===== src/rtl/return_stack.sv =====
// Circular return-address stack for JMS/BBL subroutine linkage.
// A push while full overwrites the oldest entry; overflow and underflow are sticky error flags.
module return_stack #(
  parameter int PC_W  = 8,
  parameter int DEPTH = 4
) (
  input  logic                     clk,
  input  logic                     rst_n,
  input  logic                     push,
  input  logic                     pop,
  input  logic [PC_W-1:0]          pc_in,
  input  logic                     err_clr,
  output logic [PC_W-1:0]          top,
  output logic [$clog2(DEPTH):0]   count,
  output logic                     empty,
  output logic                     full,
  output logic                     overflow,
  output logic                     underflow
);

  localparam int PTR_W = $clog2(DEPTH);
  localparam int CNT_W = PTR_W + 1;

  typedef enum logic [2:0] {
    OP_HOLD,
    OP_PUSH,
    OP_WRAP,
    OP_POP,
    OP_REPLACE,
    OP_UNDER
  } op_e;

  logic [PC_W-1:0]  mem [DEPTH];
  logic [PTR_W-1:0] wp;
  logic [PTR_W-1:0] rp;
  op_e              op;

  // DEPTH is a power of two, so pointer arithmetic wraps modulo DEPTH for free.
  assign rp    = wp - PTR_W'(1);
  assign empty = (count == '0);
  assign full  = (count == CNT_W'(DEPTH));
  assign top   = empty ? '0 : mem[rp];

  // NOTE: every path assigns op after the default, so no latch is inferred.
  always_comb begin
    op = OP_HOLD;
    if (push && pop && !empty) op = OP_REPLACE;
    else if (push)             op = full ? OP_WRAP : OP_PUSH;
    else if (pop)              op = empty ? OP_UNDER : OP_POP;
  end

  // NOTE: all state here uses non-blocking assignments so every register
  // samples pre-edge values; the memory array is reset too, keeping top X-free.
  always_ff @(posedge clk or negedge rst_n) begin
    if (!rst_n) begin
      wp    <= '0;
      count <= '0;
      for (int i = 0; i < DEPTH; i++) mem[i] <= '0;
    end else begin
      case (op)
        OP_PUSH: begin
          mem[wp] <= pc_in;
          wp      <= wp + PTR_W'(1);
          count   <= count + CNT_W'(1);
        end
        OP_WRAP: begin
          mem[wp] <= pc_in;
          wp      <= wp + PTR_W'(1);
        end
        OP_POP: begin
          wp    <= rp;
          count <= count - CNT_W'(1);
        end
        OP_REPLACE: mem[rp] <= pc_in;
        default: ;
      endcase
    end
  end

  // Setting events take priority over err_clr.
  always_ff @(posedge clk or negedge rst_n) begin
    if (!rst_n) begin
      overflow  <= 1'b0;
      underflow <= 1'b0;
    end else begin
      overflow  <= (op == OP_WRAP)  | (overflow  & ~err_clr);
      underflow <= (op == OP_UNDER) | (underflow & ~err_clr);
    end
  end

endmodule


===== config.mk =====
export PLATFORM = sky130hd
export DESIGN_NAME = return_stack
export DESIGN_NICKNAME = d
export VERILOG_FILES = /design/src/rtl/return_stack.sv
export SDC_FILE = /design/constraint.sdc
export NUM_CORES = 1
export LEC_CHECK = 0
export CAP_MARGIN = 10
export CORE_MARGIN = 10
export CORE_UTILIZATION = 43
export CTS_CLUSTER_DIAMETER = 50
export DETAILED_ROUTE_END_ITERATION = 10
export SYNTH_ARGS = -nofsm -noshare
export SYNTH_HDL_FRONTEND = slang
export SYNTH_SLANG_ARGS = --single-unit

===== constraint.sdc =====
create_clock -name clk -period 3 [get_ports clk]
set_input_delay 0.45 -clock clk [delete_from_list [all_inputs] [get_ports clk]]
set_output_delay 0.45 -clock clk [all_outputs]
set_load 0.02 [all_outputs]

---- After elaboration in Yosys (flattened, before gate mapping) ----
Cells that the tools add are included.
storage, ports and cells
  register bits after elaboration ......... 39
  input port bits ......................... 13
  output and inout bits ................... 15
  logic and storage cells ................. 57
cells by class
  equality and inequality tests ........... 6
  reduce and logical (&&, ||, !) cells .... 10
  bitwise logic cells ..................... 7
  add/sub/neg operators ................... 4
  order comparisons ....................... 4
  multiplexer cells ....................... 18
operators with widths
  kind                                                                    number
  32-bit bitwise mux                                                      2
  32-bit one-hot mux with 2 select lines                                  1
  8-bit 2-to-1 mux                                                        5
  8-bit demux with 2-bit select                                           2
  8-bit binary-select mux with 2-bit select                               1
  3-bit 2-to-1 mux                                                        4
  3-bit equality test (second input constant)                             3
  3-bit by 2-bit equality test with 1-bit output (second input constant)  2
  3-bit greater-or-equal comparator (second input constant)               2
  3-bit by 1-bit < comparator with 1-bit output (second input constant)   2
  2-bit NOT with 3-bit output                                             2
  3-bit one-hot mux with 2 select lines                                   1
  2-bit nonzero test                                                      3
  1-bit logical AND                                                       4
  2-bit one-hot mux with 2 select lines                                   1
  3-bit by 1-bit adder with 3-bit output (second input constant)          1
  3-bit by 1-bit equality test with 1-bit output (second input constant)  1
  3-bit logical NOT                                                       1
  3-bit by 1-bit subtractor with 3-bit output (second input constant)     1
  2-bit by 1-bit adder with 2-bit output (second input constant)          1
  1-bit bitwise AND                                                       2
  2-bit 2-to-1 mux                                                        1
  1-bit bitwise OR                                                        2
  2-bit OR reduction                                                      1
  other kinds (3)                                                         3

---- Depth between registers and ports, before layout ----
Gate-level depths: netlist of run 1.
  word-level depth ........................ 8
  gate-level depth with buffers ........... 7
  gate-level depth less buffers ........... 6

---- Least setup slack after synthesis of run 1 ----
OpenSTA, ideal clock, no wires.
  kind .................................... register -> output
  start point ............................. reg wp[0]
  end point ............................... out top[0]
  slack ................................... 617 ps
  cell stages (with the launch flop) ...... 7
  arrival time ............................ 1933 ps
  path buffers ............................ 2
  required time ........................... 2550 ps
  path through ............................ dfrtp_1 buf_2 inv_1 ha_1 clkbuf_1 mux4_2 nor2b_1
on the way
  longest elaborated chain between the ends .. 6
RTL lines
  what                                                  RTL line  source
  from (decl)                                           34        logic [PTR_W-1:0] wp;
  from (signal assigned)                                63        wp <= wp + PTR_W'(1);
  from (signal assigned)                                68        wp <= wp + PTR_W'(1);
  from (signal assigned)                                71        wp <= rp;
  2-bit by 1-bit subtractor with 2-bit output           39        assign rp = wp - PTR_W'(1);
  named net rp[0]                                       35        logic [PTR_W-1:0] rp;
  2-bit NOT with 3-bit output (not written as such)     42        assign top = empty ? '0 : mem[rp];
  8-bit binary-select mux with 2-bit select             42
  8-bit 2-to-1 mux (not written as such) (2 in series)  42
  8-bit 2-to-1 mux                                      42
  to (decl)                                             13        output logic [PC_W-1:0] top,
The timed path passes the listed nets, and every way through them passes these cells. The select of a mux whose other input is x is not followed.

---- Worst setup path in the final report of run 1 ----
  start point ............................. reg wp[1]
  end point ............................... out top[4]
on the way
  longest elaborated chain between the ends .. 6
RTL lines
  what                                                  RTL line
  2-bit by 1-bit subtractor with 2-bit output           39
  2-bit NOT with 3-bit output (not written as such)     42
  8-bit binary-select mux with 2-bit select             42
  8-bit 2-to-1 mux (not written as such) (2 in series)  42
  8-bit 2-to-1 mux                                      42
No other way between the ends. The select of a mux whose other input is x is not followed.

==> out/qor.yml, run 1 <==
yosys:
  synth_area_um2: 2440
  ys_dominant_reg_cell: "dfrtp_1"
  synth-seq-area-share: 0.400
  yosysWarnings: 0
  synth_nets: 249
  synthArstFlopShare: 1.00
  syn_area_per_cell_um2: 10.6
  synthTopCellsByArea: "dfrtp_1 40%, mux2_2 7.9%, mux4_2 7.4%, nand3_1 7.0%, a21boi_0 4.9%"
  synth_cell_types: 35
  yosysTopAreaCell: "dfrtp_1"
  synth-edff-count: 0
  synth-seq-cells: 39
  synth_top_cell_area_share: 0.400
  syn_inst: 229
run_status:
  status: "completed"
clocking:
  h-tree-depth: 2
  cts_sinks: 39
  root_buffer: "clkbuf_8"
  numCtsBuffers: 5
  clock_latency_ns: 0.29
  cts_hold_buf: 0
  cts_tree: "done"
  clockBufferDepth: 2
  clkTransAtPathRegs_ns: 0.07
  postCtsSetupRepairBufs: 0
  cts_resized: 0
critical_path:
  cp-start-kind: "flip-flop"
  worst_setup_path_end_kind: "output port"
  crit_buf_inv: 2
  r2r_slack_ns: 0.68
  crit_fanout: 9
  r2r-start: "count[0]"
  path_cells: "inv_1, ha_2, mux4_2, nor2b_1, clkdlybuf4s50_1"
  critPathRequiredTime_ns: 2.55
  r2r-end: "mem[25]"
  crit_arrival_ns: 2.31
  reg2reg_depth: 3
  crit_path_max_incr_delay_ns: 0.54
  critical_path_class: "flip-flop to output port"
  cpMaxStageDelayCell: "clkdlybuf4s50_1"
  critical-path-top-delay-family: "buffers and inverters"
job:
  cap_violations: 0
placed_design:
  hpwl_mm: 3.71
  gp_congestion: 0.720
  dpl_cell_area_um2: 2740
  io_buffers: 27
  dp.cells: 313
finish:
  final_cell_area_um2: 2860
  fin_nets: 268
  antenna_cells: 0
  final_cells: 321
  syn_to_final_growth_pct: 17.3
  drive_above_1_share: 0.193
floorplan:
  core_um2: 5510
  chipHeight_um: 95.3
  pin_count: 28
  rows: 27
  start_util: 0.443
  dieArea_um2: 9080
  die_x_um: 95.3
worst_hold_path:
  hold_path.class: "input port to async pin"
global_route:
  grt_pass1_vias: 1909
  grt.total_usage: 0.135
  grt_max_degree: 40
  antenna_found_initial: 0
  overflow: 0
  grt_pass1_wl_mm: 9.71
power_and_ir_drop:
  p_clk_frac: 0.136
  combinationalPowerShare: 0.575
  cellPowerDensity_nw_per_um2: 1160
  switching_share: 0.396
  p_seq_frac: 0.289
  power.switching_uw: 1310
  p_leak_uw: 0.00120
  ir_drop_mv: 0.579
  internal_power_uw: 2010
routing:
  routed_wl_mm: 5.71
  route.detailed.drc: 0
  wl_met2_mm: 2.67
  via_per_inst: 5.83
  route.met3.wl_um: 336
  drtPass1Iterations: 4
  wire_per_inst_um: 17.8
  first_iter_violations: 102
  final_antenna_net_count: 0
  vias: 1871
  top_layer_used: "met4"
  wl_met1_mm: 2.63
sta:
  fin_crit_ns: 2.76
  fmax_ghz: 0.362
  skew_ns: 0.00725
  setup-violations-final: 0
  fin_setup_tns_ns: 0
  maxSlewViolCount: 0
  holdWs_ns: 0.280
  layout_worst_path_cycle_share: 0.921
  rsz0062_at_grt: "false"
  final-hold-violation-count: 0
  worst_pin_slew_ns: 1.05
  relSlewSlack: 0.298
[cell usage in the layout, fill, tap and decap left out, types with 7 or more instances in the layout]
master	n
a21boi_0	16
and3_1	9
buf_4	7
clkdlybuf4s50_1	25
dfrtp_1	39
inv_1	8
mux2_2	17
mux4_2	8
nand3_1	34
nand4_1	16
nor2b_1	8
o21ai_0	17
[synthesized netlist by cell type, types with 2 or more instances]
| library cell | count |
|---|---|
| a21boi_0 | 16 |
| a32o_1 | 2 |
| and3_1 | 9 |
| buf_2 | 5 |
| clkbuf_1 | 15 |
| dfrtp_1 | 39 |
| ha_1 | 6 |
| inv_1 | 8 |
| maj3_1 | 2 |
| mux2_2 | 17 |
| mux4_2 | 8 |
| nand2_1 | 2 |
| nand3_1 | 34 |
| nand3b_1 | 2 |
| nand4_1 | 16 |
| nor2b_1 | 8 |
| o2111ai_1 | 2 |
| o211ai_1 | 3 |
| o21ai_0 | 17 |
| xnor2_1 | 2 |
| xor2_1 | 2 |
[per-stage QoR]
stage / setup slack, ns / total power (µW) / util
5_1_grt: 0.116 / 3580 / 0.520
6_report: 0.238 / 3320 / 0.520
2_1_floorplan: 0.617 / 2260 / -
3_3_place_gp: 0.419 / 2880 / 0.498
3_5_place_dp: 0.409 / 2900 / 0.498
4_1_cts: 0.0816 / 3360 / 0.519
[sequential cells by signal, indices dropped and copies added (netlist names)]
| name | cells |
|---|---|
| count | 3 |
| underflow | 1 |
| overflow | 1 |
| mem | 32 |
| wp | 2 |
[cell families (layout without fill, tap and decap cells)]
group           count (synthesis)  after routing  synth area share
mux                            26             26             0.156
flops                          39             39             0.400
xor+xnor                        4              4            0.0144
fa+ha+maj                       9              9            0.0472
compound gates                 47             47             0.158
buf+inv                        30             50            0.0534
simple gates                   74             74             0.171
[worst max path at each step]
stage | to | slack [ns] | start | cells past startpoint
final | top[4] | 0.24 | wp[1] | 5
after global routing | top[4] | 0.12 | wp[1] | 5
after CTS | top[4] | 0.08 | wp[1] | 5
after detailed placement | top[4] | 0.41 | wp[1] | 5
after global placement | top[4] | 0.42 | wp[1] | 5
after floorplan | top[0] | 0.62 | wp[0] | 6
[cell type report]
type | count | area, µm²
fill | 505 | 2650
multi-input combinational | 160 | 1340
sequential | 39 | 976
timing repair buffer | 34 | 313
tap | 72 | 90.1
clock buffer | 6 | 82.6
clock inverter | 2 | 35.0
inverter | 8 | 30.0
[routing by layer]
layer | vias to the layer above | GRT usage
met4 | 0 | 0.0399
met3 | 6 | 0.0361
met1 | 916 | 0.175
met5 | - | 0
met2 | 50 | 0.216
li1 | 899 | -
[power by group through the flow]
stage	clock (µW)	sequential, µW	combinational (µW)
CTS	469	960	1930
detailed placement	0	970	1920
floorplan	0	906	1350
global route	491	1000	2080
finish	452	959	1910
global placement	0	966	1910
(Power assumes the default switching activity.)
==> run 2: changes to the inputs <==
- CELL_PAD_IN_SITES_DETAIL_PLACEMENT: unset -> 0
- CELL_PAD_IN_SITES_GLOBAL_PLACEMENT: unset -> 1
- PLACE_DENSITY_LB_ADDON: unset -> 0.1
==> run 2 against run 1 <==
Wire length is 4.0% higher. Clock power is 24% lower. Maximum frequency shrank 1.6%. Flip-flop and latch count unchanged. Via count is 0.11% lower.
==> out/qor.yml, run 2 (synthesized netlist as in run 1, its figures left out) <==
run_status:
  status: "completed"  # unchanged
sta:
  fin_crit_ns: 2.81  # was 2.76 ns
  maxSlewViolCount: 0  # unchanged
  rsz0062_at_grt: "false"  # unchanged
  worst_pin_slew_ns: 1.08  # was 1.05 ns
  setup-violations-final: 0  # unchanged
  skew_ns: 0.0134  # was 0.00725 ns
  fmax_ghz: 0.356  # was 0.362 GHz
  final-hold-violation-count: 0  # unchanged
  fin_setup_tns_ns: 0  # unchanged
  relSlewSlack: 0.277  # was 0.298
  layout_worst_path_cycle_share: 0.935  # was 0.921
critical_path:
  critPathRequiredTime_ns: 2.55  # about the same
  path_cells: "inv_1, ha_2, mux4_2, nor2b_1, clkdlybuf4s50_1"  # unchanged
  worst_setup_path_end_kind: "output port"  # unchanged
  cpMaxStageDelayCell: "ha_2"  # was clkdlybuf4s50_1
  crit_fanout: 9  # unchanged
  crit_arrival_ns: 2.36  # was 2.31 ns
  critical_path_class: "flip-flop to output port"  # unchanged
  crit_path_max_incr_delay_ns: 0.55  # was 0.54 ns
  cp-start-kind: "flip-flop"  # unchanged
floorplan:
  die_x_um: 95.3  # unchanged
  dieArea_um2: 9080  # unchanged
  start_util: 0.443  # unchanged
  rows: 27  # unchanged
  pin_count: 28  # unchanged
  core_um2: 5510  # unchanged
  chipHeight_um: 95.3  # unchanged
placed_design:
  hpwl_mm: 3.82  # was 3.71 mm
  dpl_cell_area_um2: 2730  # was 2740 µm²
  gp_congestion: 0.760  # was 0.720
  io_buffers: 27  # unchanged
global_route:
  overflow: 0  # unchanged
  antenna_found_initial: 0  # unchanged
  grt_pass1_wl_mm: 9.88  # was 9.71 mm
  grt.total_usage: 0.139  # was 0.135
  grt_pass1_vias: 1931  # was 1,909
  grt_max_degree: 40  # unchanged
finish:
  layout_common_cells: "39 x dfrtp_1, 34 x nand3_1, 25 x clkdlybuf4s50_1"  # unchanged
  drive_above_1_share: 0.181  # was 0.193
  reg.largest.list: "mem: 32 flops, count: 3 flops, wp: 2 flops"  # unchanged
  regMostFlops: "mem"  # unchanged
  antenna_cells: 0  # unchanged
  final_common_cell: "dfrtp_1"  # unchanged
  largest_register_ffs: 32  # unchanged
  fin_nets: 267  # was 268
  final_cell_area_um2: 2820  # was 2860 µm²
  syn_to_final_growth_pct: 15.5  # was 17.3%
clocking:
  cts_tree: "done"  # unchanged
  numCtsBuffers: 5  # unchanged
  postCtsSetupRepairBufs: 0  # unchanged
  clock_latency_ns: 0.30  # was 0.29 ns
  clkTransAtPathRegs_ns: 0.08  # was 0.07 ns
  cts_resized: 0  # unchanged
  root_buffer: "clkbuf_8"  # unchanged
  clockBufferDepth: 2  # unchanged
  h-tree-depth: 2  # unchanged
  cts_hold_buf: 0  # unchanged
  cts_sinks: 39  # unchanged
routing:
  vias: 1869  # was 1,871
  drtPass1Iterations: 4  # unchanged
  via_per_inst: 5.84  # was 5.83
  routed_wl_mm: 5.94  # was 5.71 mm
  first_iter_violations: 100  # was 102
  final_antenna_net_count: 0  # unchanged
  route.detailed.drc: 0  # unchanged
  wire_per_inst_um: 18.6  # was 17.8 µm
power_and_ir_drop:
  switching_share: 0.411  # was 0.396
  ir_drop_mv: 0.467  # was 0.579 mV
  combinationalPowerShare: 0.595  # was 0.575
  power.switching_uw: 1320  # was 1310 µW
  p_clk_frac: 0.107  # was 0.136
  p_leak_uw: 0.00117  # was 0.00120 µW
  internal_power_uw: 1900  # was 2010 µW
  p_seq_frac: 0.298  # was 0.289
  cellPowerDensity_nw_per_um2: 1140  # was 1160 nW/µm²
worst_hold_path:
  hold_path.class: "input port to async pin"  # unchanged
job:
  cap_violations: 0  # unchanged
## run 2: changes by cell type in the layout (fill, tap and decap cells not counted), sizes merged
cell,before,now
clkbuf,6,7
bufinv,1,0
buf,9,8
## run 2: cell type report
type                       count  area (µm²)
fill                         506        2690
multi-input combinational    160        1340
clock buffer                   7        76.3
sequential                    39         976
tap                           72        90.1
clock inverter                 1        5.00
timing repair buffer          33         305
inverter                       8        30.0
## run 2: power by group through the flow
| stage | clock network (µW) | logic (µW) | registers, µW |
|---|---|---|---|
| global route | 382 | 2090 | 998 |
| floorplan | 0 | 1350 | 906 |
| detailed placement | 0 | 1920 | 969 |
| finish | 345 | 1910 | 959 |
| global placement | 0 | 1910 | 968 |
| CTS | 360 | 1930 | 960 |
## run 2: worst max-delay path, delay by kind of cell, from the launching register on
family / cells / cell delay [ns]
DFF: 1 / 0.37
muxes: 1 / 0.34
adders and majority gates: 1 / 0.55
buffers and inverters: 2 / 0.66
and+or+nand+nor: 1 / 0.15
## run 2: path summary, 6_finish.rpt
path                           start   endpoint  slack, ns  cells after the start
max                            wp[1]     top[2]       0.19                      5
min reg2reg                underflow  underflow       0.50                      1
max in group asynchronous      rst_n    mem[17]       2.15                      1
min                            rst_n    mem[24]       0.27                      1
min in group clk           underflow  underflow       0.50                      1
max reg2reg                 count[0]    mem[25]       0.67                      3
## run 2: routing by layer
layer / global-route usage / vias up / wire [µm]
li1: - / 904 / -
met1: 0.171 / 899 / 2660
met3: 0.0346 / 15 / 420
met2: 0.228 / 51 / 2700
met5: 0 / - / 0
met4: 0.0574 / 0 / 151
## run 2: through the flow
stage	cells	util	hold WS [ns]	setup slack [ns]	total power, µW
global placement	312	0.496	0.482	0.379	2880
detailed placement	312	0.496	0.489	0.381	2890
floorplan	229	-	0.154	0.617	2260
global route	320	0.512	0.346	0.0589	3470
finish	320	0.512	0.270	0.195	3220
CTS	320	0.511	0.313	0.0323	3250
==> run 3: changes to the inputs <==
- SKIP_CTS_REPAIR_TIMING: unset -> 1
- clock period: 3 -> 2.7 ns (I/O delays scaled with it)
==> run 3 against run 2 <==
Register-to-register slack worse by 0.02 ns. Non-clock buffer count increased by 6. Final cell count rose by 1.9%. Clock skew decreased by 0.0095 ns. Utilization is 1.1 points higher. Flip-flop and latch count stayed put. Cell area increased by 2.1%. Sequential share of layout area is 0.72 points lower. Setup slack worse by 0.089 ns. Count of clock-buffer cells in the layout stayed put. Critical path depth is the same. Critical path type unchanged. Largest cell class unchanged.
==> out/qor.yml, run 3 (synthesized netlist as in run 1, its figures left out) <==
worst_hold_path:
  hold_path.class: "input port to async pin"  # unchanged
global_route:
  antenna_found_initial: 0  # unchanged
  grt_max_degree: 40  # unchanged
  overflow: 0  # unchanged
  grt_pass1_vias: 1909  # was 1,931
  grt.total_usage: 0.143  # was 0.139
  grt_pass1_wl_mm: 10.2  # was 9.88 mm
routing:
  drtPass1Iterations: 4  # unchanged
  final_antenna_net_count: 0  # unchanged
  wire_per_inst_um: 17.9  # was 18.6 µm
  via_per_inst: 5.79  # was 5.84
  first_iter_violations: 124  # was 100
  vias: 1889  # was 1,869
  routed_wl_mm: 5.85  # was 5.94 mm
  route.detailed.drc: 0  # unchanged
critical_path:
  path_cells: "inv_1, ha_4, mux4_2, nor2b_1, clkdlybuf4s50_1"  # was inv_1, ha_2, mux4_2, nor2b_1, clkdlybuf4s50_1
  r2r_slack_ns: 0.65  # was 0.67 ns
  critPathRequiredTime_ns: 2.30  # was 2.55 ns
  cpMaxStageDelayCell: "clkdlybuf4s50_1"  # was ha_2
  r2r-start: "count[0]"  # unchanged
  critical_path_class: "flip-flop to output port"  # unchanged
  cp-start-kind: "flip-flop"  # unchanged
  crit_arrival_ns: 2.19  # was 2.36 ns
  crit_path_max_incr_delay_ns: 0.53  # was 0.55 ns
  crit_fanout: 9  # unchanged
  reg2reg_depth: 7  # was 3
  worst_setup_path_end_kind: "output port"  # unchanged
  r2r-end: "count[1]"  # was mem[25]
sta:
  layout_worst_path_cycle_share: 0.961
  worst_pin_slew_ns: 0.870  # was 1.08 ns
  setup-violations-final: 0  # unchanged
  rsz0062_at_grt: "false"  # unchanged
  skew_ns: 0.00396  # was 0.0134 ns
  fin_crit_ns: 2.59
  relSlewSlack: 0.420  # was 0.277
  final-hold-violation-count: 0  # unchanged
  maxSlewViolCount: 0  # unchanged
  fmax_ghz: 0.385
finish:
  antenna_cells: 0  # unchanged
  final_common_cell: "dfrtp_1"  # unchanged
  fin_nets: 273  # was 267
  largest_register_ffs: 32  # unchanged
  drive_above_1_share: 0.201  # was 0.181
  layout_common_cells: "39 x dfrtp_1, 34 x nand3_1, 23 x clkdlybuf4s50_1"  # was 39 x dfrtp_1, 34 x nand3_1, 25 x clkdlybuf4s50_1
  final_cells: 326  # was 320
  regMostFlops: "mem"  # unchanged
  reg.largest.list: "mem: 32 flops, count: 3 flops, wp: 2 flops"  # unchanged
  syn_to_final_growth_pct: 18.0  # was 15.5%
job:
  cap_violations: 0  # unchanged
power_and_ir_drop:
  cellPowerDensity_nw_per_um2: 1270  # was 1140 nW/µm²
  ir_drop_mv: 0.634  # was 0.467 mV
  total_power_uw: 3650  # was 3220 µW
  p_leak_uw: 0.00123  # was 0.00117 µW
clocking:
  clockBufferDepth: 2  # unchanged
  root_buffer: "clkbuf_8"  # unchanged
  h-tree-depth: 2  # unchanged
  cts_sinks: 39  # unchanged
  numCtsBuffers: 5  # unchanged
  clkTransAtPathRegs_ns: 0.08  # about the same
  cts_tree: "done"  # unchanged
  clock_latency_ns: 0.29  # was 0.30 ns
floorplan:
  die_x_um: 95.3  # unchanged
  chipHeight_um: 95.3  # unchanged
  start_util: 0.443  # unchanged
  pin_count: 28  # unchanged
  rows: 27  # unchanged
  core_um2: 5510  # unchanged
  dieArea_um2: 9080  # unchanged
placed_design:
  hpwl_mm: 3.95  # was 3.82 mm
  dp.cells: 318  # was 312
  io_buffers: 27  # unchanged
  gp_congestion: 0.772  # was 0.760
run_status:
  status: "completed"  # unchanged
-- run 3: cell types whose count changed in the layout (fill, tap and decap cells not counted) --
cell	before	now
buf_4	6	12
ha_2	1	0
dlymetal6s2s_1	0	2
clkdlybuf4s50_1	25	23
ha_4	0	1
-- run 3: final cells by class --
class                   count  area [µm²]
fillers                   497        2630
multi-input cells         160        1350
flip-flops and latches     39         976
repair buffers             39         355
well taps                  72        90.1
clock buffers               7        76.3
inverters                   8        30.0
clock inverters             1        5.00
-- run 3: how the worst max path moves through the flow --
| stage | to | from |
|---|---|---|
| CTS | top[3] | wp[1] |
| floorplan | top[0] | wp[0] |
| global route | top[3] | wp[1] |
| global placement | top[7] | wp[1] |
| finish | top[3] | wp[1] |
| detailed placement | top[3] | wp[1] |
-- run 3: where the power goes --
part	switching [µW]	leakage, µW	internal, µW
clock	201	0.0000422	181
combinational	1130	0.000706	1130
sequential	148	0.000482	854
total	1480	0.00123	2160
-- run 3: per-layer routing --
layer	up-vias	wire, µm	GRT usage
met5	-	0	0
met2	51	2690	0.226
li1	909	-	-
met3	4	394	0.0338
met4	0	40	0.0362
met1	925	2730	0.192
-- run 3: worst max-delay path: cells and delay by family (launching register included) --
family / cells / cell delay (ns)
adder cells (fa/ha/maj): 1 / 0.39
flip-flops: 1 / 0.38
buffers and inverters: 2 / 0.67
multiplexers: 1 / 0.32
AND/OR/NAND/NOR: 1 / 0.14
-- run 3: metrics by stage --
step	util	hold slack (ns)	cell area (µm²)	setup slack, ns	setup TNS (ns)
floorplan	-	0.109	2440	0.362	0
global placement	0.505	0.479	2780	0.139	0
detailed placement	0.505	0.485	2780	0.117	0
CTS	0.519	0.268	2860	-0.216	-1.59
global route	0.523	0.293	2880	0.0197	0
finish	0.523	0.219	2880	0.105	0
